--- config.mk ---
export PLATFORM = sky130hd
export DESIGN_NAME = run_sequencer
export DESIGN_NICKNAME = d
export VERILOG_FILES = /design/src/rtl/run_seq_pkg.sv /design/src/rtl/sat_counter.sv /design/src/rtl/run_sequencer.sv
export SDC_FILE = /design/constraint.sdc
export NUM_CORES = 1
export LEC_CHECK = 0
export ABC_AREA = 1
export CELL_PAD_IN_SITES_DETAIL_PLACEMENT = 1
export CELL_PAD_IN_SITES_GLOBAL_PLACEMENT = 1
export CORE_ASPECT_RATIO = 1.2
export CORE_MARGIN = 2
export CORE_UTILIZATION = 35
export CTS_CLUSTER_SIZE = 16
export DETAILED_ROUTE_END_ITERATION = 16
export PLACE_DENSITY_LB_ADDON = 0.1
export SYNTH_ARGS = -nofsm -noshare
export SYNTH_HDL_FRONTEND = slang
export SYNTH_HIERARCHICAL = 1
export SYNTH_SLANG_ARGS = --single-unit
--- constraint.sdc ---
create_clock -name Clk -period 2.6 [get_ports Clk]
set_clock_uncertainty 0.1 [all_clocks]
set_input_delay 0.39 -clock Clk [delete_from_list [all_inputs] [get_ports Clk]]
set_output_delay 0.39 -clock Clk [all_outputs]
set_load 0.05 [all_outputs]
--- src/rtl/run_seq_pkg.sv ---
// Shared types and default constants for the run sequencer.
package run_seq_pkg;

  // Sequencer states
  typedef enum logic [2:0] {
    IDLE   = 3'd0,
    RSTCPU = 3'd1,
    START  = 3'd2,
    WCLR   = 3'd3,
    RUN    = 3'd4,
    NEXT   = 3'd5,
    DONE   = 3'd6
  } runState_t;

  localparam int unsigned RST_CYCLES_D   = 2;
  localparam int unsigned START_CYCLES_D = 1;
  localparam int unsigned CLR_LIMIT_D    = 4;
  localparam int unsigned MAX_CYCLES_D   = 32'h0000_FFFF;
  localparam int unsigned CW_D           = 16;

endpackage

--- src/rtl/sat_counter.sv ---
// Saturating up-counter with synchronous clear; used for run length and phase timing.
module sat_counter #(
  parameter int unsigned CW = 16
) (
  input  logic          Clk,
  input  logic          Reset,
  input  logic          clear,
  input  logic          enable,
  input  logic [CW-1:0] limit,
  output logic [CW-1:0] count,
  output logic          atLimit
);

  assign atLimit = (count == limit);

  // Count up while enabled, hold at limit, clear has priority
  always_ff @(posedge Clk) begin
    if (Reset || clear) begin
      count <= '0;
    end else if (enable && !atLimit) begin
      count <= count + CW'(1);
    end
  end

endmodule

--- src/rtl/run_sequencer.sv ---
// Host-side run sequencer for the 9-bit core: resets the core once per batch,
// pulses Start for each run, times each run and flags hangs.
// Optional log RAM of per-run cycle counts enabled by defining RUN_SEQ_LOG_EN.
module run_sequencer
  import run_seq_pkg::*;
#(
  parameter int unsigned RST_CYCLES   = RST_CYCLES_D,
  parameter int unsigned START_CYCLES = START_CYCLES_D,
  parameter int unsigned CLR_LIMIT    = CLR_LIMIT_D,
  parameter int unsigned MAX_CYCLES   = MAX_CYCLES_D,
  parameter int unsigned CW           = CW_D
) (
  input  logic          Clk,
  input  logic          Reset,
  input  logic          HostGo,
  input  logic [3:0]    NumRuns,
  input  logic          CpuAck,
  output logic          CpuReset,
  output logic          CpuStart,
  output logic          Busy,
  output logic          Done,
  output logic [3:0]    RunIdx,
  output logic [CW-1:0] CycleCount,
  output logic          CountValid,
  output logic          Timeout,
  output logic          Error
`ifdef RUN_SEQ_LOG_EN
  ,
  input  logic [3:0]    LogAddr,
  output logic [CW-1:0] LogData
`endif
);

  runState_t     state;
  logic [3:0]    runTotal;

  logic [CW-1:0] phaseCnt;
  logic [CW-1:0] phaseLimit;
  logic          phaseAtLimit;
  logic          phaseEn;
  logic          phaseClr;

  logic [CW-1:0] runCnt;
  logic          runAtLimit;
  logic          runEn;
  logic          runClr;
  logic          wclrExpired;

  // Phase timer limits: the timer reaches its limit on the last cycle of a timed state
  always_comb begin
    phaseLimit  = '0;
    phaseEn     = 1'b0;
    case (state)
      RSTCPU: begin phaseLimit = CW'(RST_CYCLES - 1);   phaseEn = 1'b1; end
      START:  begin phaseLimit = CW'(START_CYCLES - 1); phaseEn = 1'b1; end
      WCLR:   begin phaseLimit = CW'(CLR_LIMIT - 1);    phaseEn = 1'b1; end
      default: ;
    endcase
    wclrExpired = (phaseCnt == CW'(CLR_LIMIT - 1));
    phaseClr    = !phaseEn || phaseAtLimit || (state == WCLR && !CpuAck);
  end

  // Run counter runs only inside RUN while the core is still busy
  always_comb begin
    runClr = (state != RUN);
    runEn  = (state == RUN) && !CpuAck;
  end

  sat_counter #(.CW(CW)) uPhaseTimer (
    .Clk     (Clk),
    .Reset   (Reset),
    .clear   (phaseClr),
    .enable  (phaseEn),
    .limit   (phaseLimit),
    .count   (phaseCnt),
    .atLimit (phaseAtLimit)
  );

  sat_counter #(.CW(CW)) uRunCounter (
    .Clk     (Clk),
    .Reset   (Reset),
    .clear   (runClr),
    .enable  (runEn),
    .limit   (CW'(MAX_CYCLES)),
    .count   (runCnt),
    .atLimit (runAtLimit)
  );

  // Batch FSM; outputs are registered alongside the state they belong to
  always_ff @(posedge Clk) begin
    if (Reset) begin
      state      <= IDLE;
      runTotal   <= '0;
      CpuReset   <= 1'b0;
      CpuStart   <= 1'b0;
      Busy       <= 1'b0;
      Done       <= 1'b0;
      RunIdx     <= '0;
      CycleCount <= '0;
      CountValid <= 1'b0;
      Timeout    <= 1'b0;
      Error      <= 1'b0;
    end else begin
      CountValid <= 1'b0;
      case (state)
        IDLE, DONE: begin
          if (HostGo) begin
            runTotal <= (NumRuns == 4'd0) ? 4'd1 : NumRuns;
            Done     <= 1'b0;
            Timeout  <= 1'b0;
            Error    <= 1'b0;
            RunIdx   <= '0;
            CpuReset <= 1'b1;
            Busy     <= 1'b1;
            state    <= RSTCPU;
          end
        end
        RSTCPU: begin
          if (phaseAtLimit) begin
            CpuReset <= 1'b0;
            CpuStart <= 1'b1;
            state    <= START;
          end
        end
        START: begin
          if (phaseAtLimit) begin
            CpuStart <= 1'b0;
            state    <= WCLR;
          end
        end
        WCLR: begin
          if (!CpuAck) begin
            state <= RUN;
          end else if (wclrExpired) begin
            Error <= 1'b1;
            Busy  <= 1'b0;
            Done  <= 1'b1;
            state <= DONE;
          end
        end
        RUN: begin
          if (CpuAck) begin
            CycleCount <= runCnt;
            CountValid <= 1'b1;
            state      <= NEXT;
          end else if (runAtLimit) begin
            Timeout    <= 1'b1;
            CycleCount <= CW'(MAX_CYCLES);
            CountValid <= 1'b1;
            Busy       <= 1'b0;
            Done       <= 1'b1;
            state      <= DONE;
          end
        end
        NEXT: begin
          if ((5'(RunIdx) + 5'd1) < 5'(runTotal)) begin
            RunIdx   <= RunIdx + 4'd1;
            CpuStart <= 1'b1;
            state    <= START;
          end else begin
            Busy  <= 1'b0;
            Done  <= 1'b1;
            state <= DONE;
          end
        end
        default: state <= IDLE;
      endcase
    end
  end

`ifdef RUN_SEQ_LOG_EN
  logic [CW-1:0] logRam [16];

  // Record each completed run's count at its run index; only Reset clears the log
  always_ff @(posedge Clk) begin
    if (Reset) begin
      for (int i = 0; i < 16; i++) logRam[i] <= '0;
    end else if (CountValid) begin
      logRam[RunIdx] <= CycleCount;
    end
  end

  assign LogData = logRam[LogAddr];
`endif

endmodule

======== After elaboration in Yosys (flattened, before gate mapping) ========
Index checks and enable logic that the tools add are counted.
word-level totals
  flip-flop bits (word level) ............. 66
  logic and storage cells ................. 113
operators by class
  add/subtract/negate cells ............... 4
  magnitude comparators ................... 1
  eq/ne operators ......................... 21
  multiplexer cells ....................... 40
  bitwise logic cells ..................... 1
  reduce and logical (&&, ||, !) cells .... 33
operators with widths
  kind                   number
  $add 16x1->16 const B  2
  $mux 16                2
  $mux 3                 8
  $mux 1                 18
  $pmux 3 s6             1
  $eq 16x16->1 const B   1
  $eq 16x2->1            1
  $eq 16x2->1 const B    1
  $ne 2x2->1 const B     8
  $mux 4                 3
  $reduce_and 4->1       3
  $reduce_bool 2->1      5
  $eq 3x3->1 const B     3
  $pmux 1 s4             2
  $pmux 4 s2             1
  $reduce_and 7->1       1
  $eq 3x2->1 const B     2
  $ne 3x3->1 const B     2
  $pmux 1 s2             3
  $reduce_and 3->1       2
  $add 4x1->5 const B    1
  $lt 5x4->1             1
  $reduce_and 5->1       1
  $add 4x1->4 const B    1
  16 further kinds       27

======== Logic depth before layout (Yosys ltp) ========
  depth after elaboration ................. 7
  depth in mapped cells ................... 20
  gate-level depth less buffers ........... 18

======== By module ========
Netlist, hierarchy kept.
by module, submodules not included
  module                      times used  cells each  area each (um2)  seq. area each (um2)
  run_sequencer               1           240         1720.4           680.7
  sat_counter at uRunCounter  1           217         1169.9           320.3
  sat_counter at uPhaseTimer  1           216         1168.6           320.3

======== Least setup slack after synthesis ========
Ideal clock, no wire load.
  path kind ............................... register to register
  start point ............................. register RunIdx[0]
  end point ............................... register RunIdx[2]
  arrival ................................. 2062 ps
  data required time ...................... 2382 ps
  slack ................................... 320 ps
  stages on the path, launching flop included .. 12
  buffers on the path ..................... 0
  clock period less this slack ............ 2280 ps
  cells stage by stage .................... dfxtp_1 -> ha_1 -> xor2_1 -> ha_1 -> a21oi_1 -> nand2_1 -> nand2_1 -> nand3_1 -> nand2_2 -> inv_1 -> a21oi_1 -> nor2_1
between the ends
  longest elaborated chain between the ends .. 4
ends and longest elaborated chain
  item                               line                  source
  start: declaration                 run_sequencer.sv:22   output logic [3:0] RunIdx,
  start signal: assignment           run_sequencer.sv:157  RunIdx <= RunIdx + 4'd1;
  $add 4x1->5                        run_sequencer.sv:156  if ((5'(RunIdx) + 5'd1) < 5'(runTotal)) begin
  $lt 5x4->1                         run_sequencer.sv:156
  $ne 2x2->1 (no source line)        -
  $reduce_and 3->1 (no source line)  -
Several ways; a longest one is shown, not always the timed one. The select of a mux whose other input is x is not followed.
A chain may end at the register's enable or synchronous reset.

======== Final worst setup path ========
  start point ............................. register state[0]
  end point ............................... register uPhaseTimer.count[9]
RTL lines
  item                                             line                  source
  start: declaration                               run_sequencer.sv:34   runState_t state;
  start signal: assignment                         run_sequencer.sv:92   state <= IDLE;
  start signal: assignment                         run_sequencer.sv:115  state <= RSTCPU;
  start signal: assignment                         run_sequencer.sv:122  state <= START;
  $eq 3x2->1 / $eq 3x1->1 (equally long branches)  run_sequencer.sv:53   case (state)
  $pmux 2 s2 *                                     run_sequencer.sv:53
  via phaseLimit[0]                                run_sequencer.sv:38   logic [CW-1:0] phaseLimit;
  $eq 16x2->1 *                                    sat_counter.sv:14     assign atLimit = (count == limit);
  $logic_or 1x1->1 (2 in a row)                    run_sequencer.sv:60   phaseClr = !phaseEn || phaseAtLimit || (state == WCLR && !CpuAck);
  $logic_or 1x1->1                                 sat_counter.sv:18     if (Reset || clear) begin
  end signal: assignment                           sat_counter.sv:21     count <= count + CW'(1);
  end: declaration                                 sat_counter.sv:10     output logic [CW-1:0] count,
Mark *: on every way through the listed nets, which the timed path passes. The rest lies on a longest branch.

==> results.toml <==
[timing]
post-route-min-period_ns = 2.27
fmax_mhz = 441
rsz0062_at_grt = "no"
worst_pin_slew_ns = 0.509
whs_ns = 0.362
period_share = 0.872
finalSetupViolCount = 0
hold_viol_final = 0
maxSlewViolCount = 0
slew-limit-headroom = 0.660
tns_ns = 0
setup_slack_ns = 0.334

[logic_synthesis]
ys.flop_type = "dfxtp_1"
synth_seq_cells = 66
ys_types = 30
synthCells = 673
seq_area_frac_synth = 0.326
async_flop_share = 0
avgSynthCellArea_um2 = 6.03
yosysWarnings = 6
synthesis.area_um2 = 4060
synth_edf_count = 0

[floorplanning]
rows = 43
start_util = 0.354
io_pins = 35
die_h_um = 122
core_um2 = 11500
fp.dieW_um = 102
die_area_um2 = 12500

[power_and_ir_drop]
pwr-share-seq = 0.307
internal_power_w = 0.00244
p_leak_nw = 2.22
sw_frac_of_total = 0.389
power.share.clock = 0.321
combPwrFrac = 0.372
powerDensity_nw_per_um2 = 781
p_sw_w = 0.00155
ir_drop_v = 0.000345

[route]
wire_per_inst_um = 12.9
first_pass_iters = 4
viasPerCell = 4.72
drt_wl_total_um = 12100
dr_total_vias = 4412
drcViolationCount = 0
final_antenna_net_count = 0
drtIter0Drc = 135

[cells_and_area]
layout_commonest_cell = "nand2_1"
mostFrequentLayoutCells = "194 x nand2_1, 105 x nor2_1, 85 x inv_1, 66 x a21oi_1, 65 x dfxtp_1"
final_nets = 789
n_antenna_cell = 0
drive_gt1_frac = 0.0720
multi_input_area_um2 = 2470
syn_to_final_growth_pct = 26.0
n_fill_cell = 1620
regArea_um2 = 1320

[placed_design]
portBuffers = 34
hpwl_um = 9280
dp_slack_ns = 0.259
gp_congestion = 0.831

[clock_tree]
htreeDepth = 3
cts_tree = "yes"
cts_root_buf = "clkbuf_16"
clock_path_buffers = 2
cts_buffers = 9
clkSinkCount = 66
insertion_delay_ns = 0.33
clk_pin_slew_ns = 0.06

[worst_setup_path]
required_ns = 2.72
reg2reg_depth = 13
cp-end-kind = "register"
worstSetupPathType = "reg -> reg"
critPathMaxFanout = 10
start_kind = "register"
cp.arrival_ns = 2.39

[global_routing]
grt_usage = 0.211
grt_max_degree = 33
antenna_found_initial = 0
globalRouteOverflowTotal = 0
grt_pass1_wl_um = 20900
grt_pass1_vias = 4600

[status]
outcome = "complete, no violations"

[worst_hold_path]
hp-class = "reg -> reg"
hold_depth = 2

[job]
maxCapViolCount = 0
power by group through the flow:
stage,registers [W],clock network [W],logic (W)
floorplan,0.00143,0,0.000889
global placement,0.00124,0,0.00144
detailed placement,0.00124,0,0.00148
CTS,0.00122,0.00131,0.00149
global route,0.00124,0.00136,0.00167
finish,0.00122,0.00128,0.00148
cell usage after synthesis (2+ instances only):
cell type / n / share of area
nand2_1: 194 / 0.18
nor2_1: 105 / 0.097
inv_1: 85 / 0.079
a21oi_1: 66 / 0.081
dfxtp_1: 66 / 0.33
nand3_1: 56 / 0.069
o22ai_1: 16 / 0.025
nor3_1: 13 / 0.016
o21ai_0: 10 / 0.012
buf_6: 7 / 0.019
ha_1: 6 / 0.018
inv_2: 6 / 0.0055
nand2_2: 6 / 0.0092
buf_2: 5 / 0.0062
nor2_4: 5 / 0.014
nand4_1: 4 / 0.0062
clkbuf_1: 3 / 0.0028
nor2_2: 3 / 0.0046
buf_4: 2 / 0.0037
conb_1: 2 / 0.0019
nand3b_1: 2 / 0.0037
nor4_1: 2 / 0.0031
xor2_1: 2 / 0.0043
kinds of logic after synthesis:
kind of cell	count (synthesis)	synth area share
AOI/OAI and AO/OA	94	0.121
adders and majority gates	6	0.0185
other	2	0.00185
buffers and inverters	110	0.120
DFF	66	0.326
xor gates and xnor gates	2	0.00432
and+or+nand+nor	393	0.409
timing repair:
action | 4_1_cts | 5_1_grt
buffers inserted | 0 | 0
resized for setup | 0 | 1
endpoints found under the setup margin | 0 | 2
hold buffers | 0 | 0
layer usage:
metal	global-route usage	vias up	wire length, µm
met1	0.242	2084	5160
met4	0.0650	0	218
met2	0.393	39	6380
met5	0	-	0
li1	-	2274	-
met3	0.0344	15	301
worst paths after layout:
kind	start	end	slack [ns]
max	state[0]$_SDFFE_PP0P_	uPhaseTimer/count[9]$_SDFFE_PP0P_	0.33
min	CpuStart$_SDFFE_PP0P_	CpuStart$_SDFFE_PP0P_	0.36
max reg2reg	state[0]$_SDFFE_PP0P_	uPhaseTimer/count[9]$_SDFFE_PP0P_	0.33
min reg2reg	CpuStart$_SDFFE_PP0P_	CpuStart$_SDFFE_PP0P_	0.36
per-stage QoR:
stage / power [W] / instances / cell area [µm²] / util
2_1_floorplan: 0.00232 / 731 / 4280 / -
3_3_place_gp: 0.00268 / 921 / 4800 / 0.419
3_5_place_dp: 0.00272 / 921 / 4800 / 0.419
4_1_cts: 0.00403 / 935 / 5110 / 0.446
5_1_grt: 0.00427 / 935 / 5110 / 0.446
6_report: 0.00399 / 935 / 5110 / 0.446
critical path, stage by stage, from the launching register on:
cell	delay, ns
dfxtp_1	0.39
inv_2	0.14
nor2_1	0.17
nand2_1	0.13
nand2_2	0.10
inv_1	0.05
nand2_1	0.07
inv_1	0.12
nor2_1	0.21
nand3_1	0.19
nor3_1	0.24
nand3_1	0.11
nand2_1	0.08
nor2_1	0.04
state kept, by name, summed over array words and instances (netlist names):
signal / count
Busy: 1
CycleCount: 16
CpuStart: 1
runTotal: 4
state: 3
Error: 1
CpuReset: 1
uRunCounter/count: 16
RunIdx: 4
CountValid: 1
Timeout: 1
Done: 1
uPhaseTimer/count: 16
layout make-up:
class                      count  area share
timing repair buffer          52      0.0930
sequential                    66       0.259
clock inverter                 5      0.0159
multi-input combinational    555       0.483
tap                          157      0.0384
inverter                      91      0.0668
clock buffer                   9      0.0441
(Power assumes the default switching activity.)
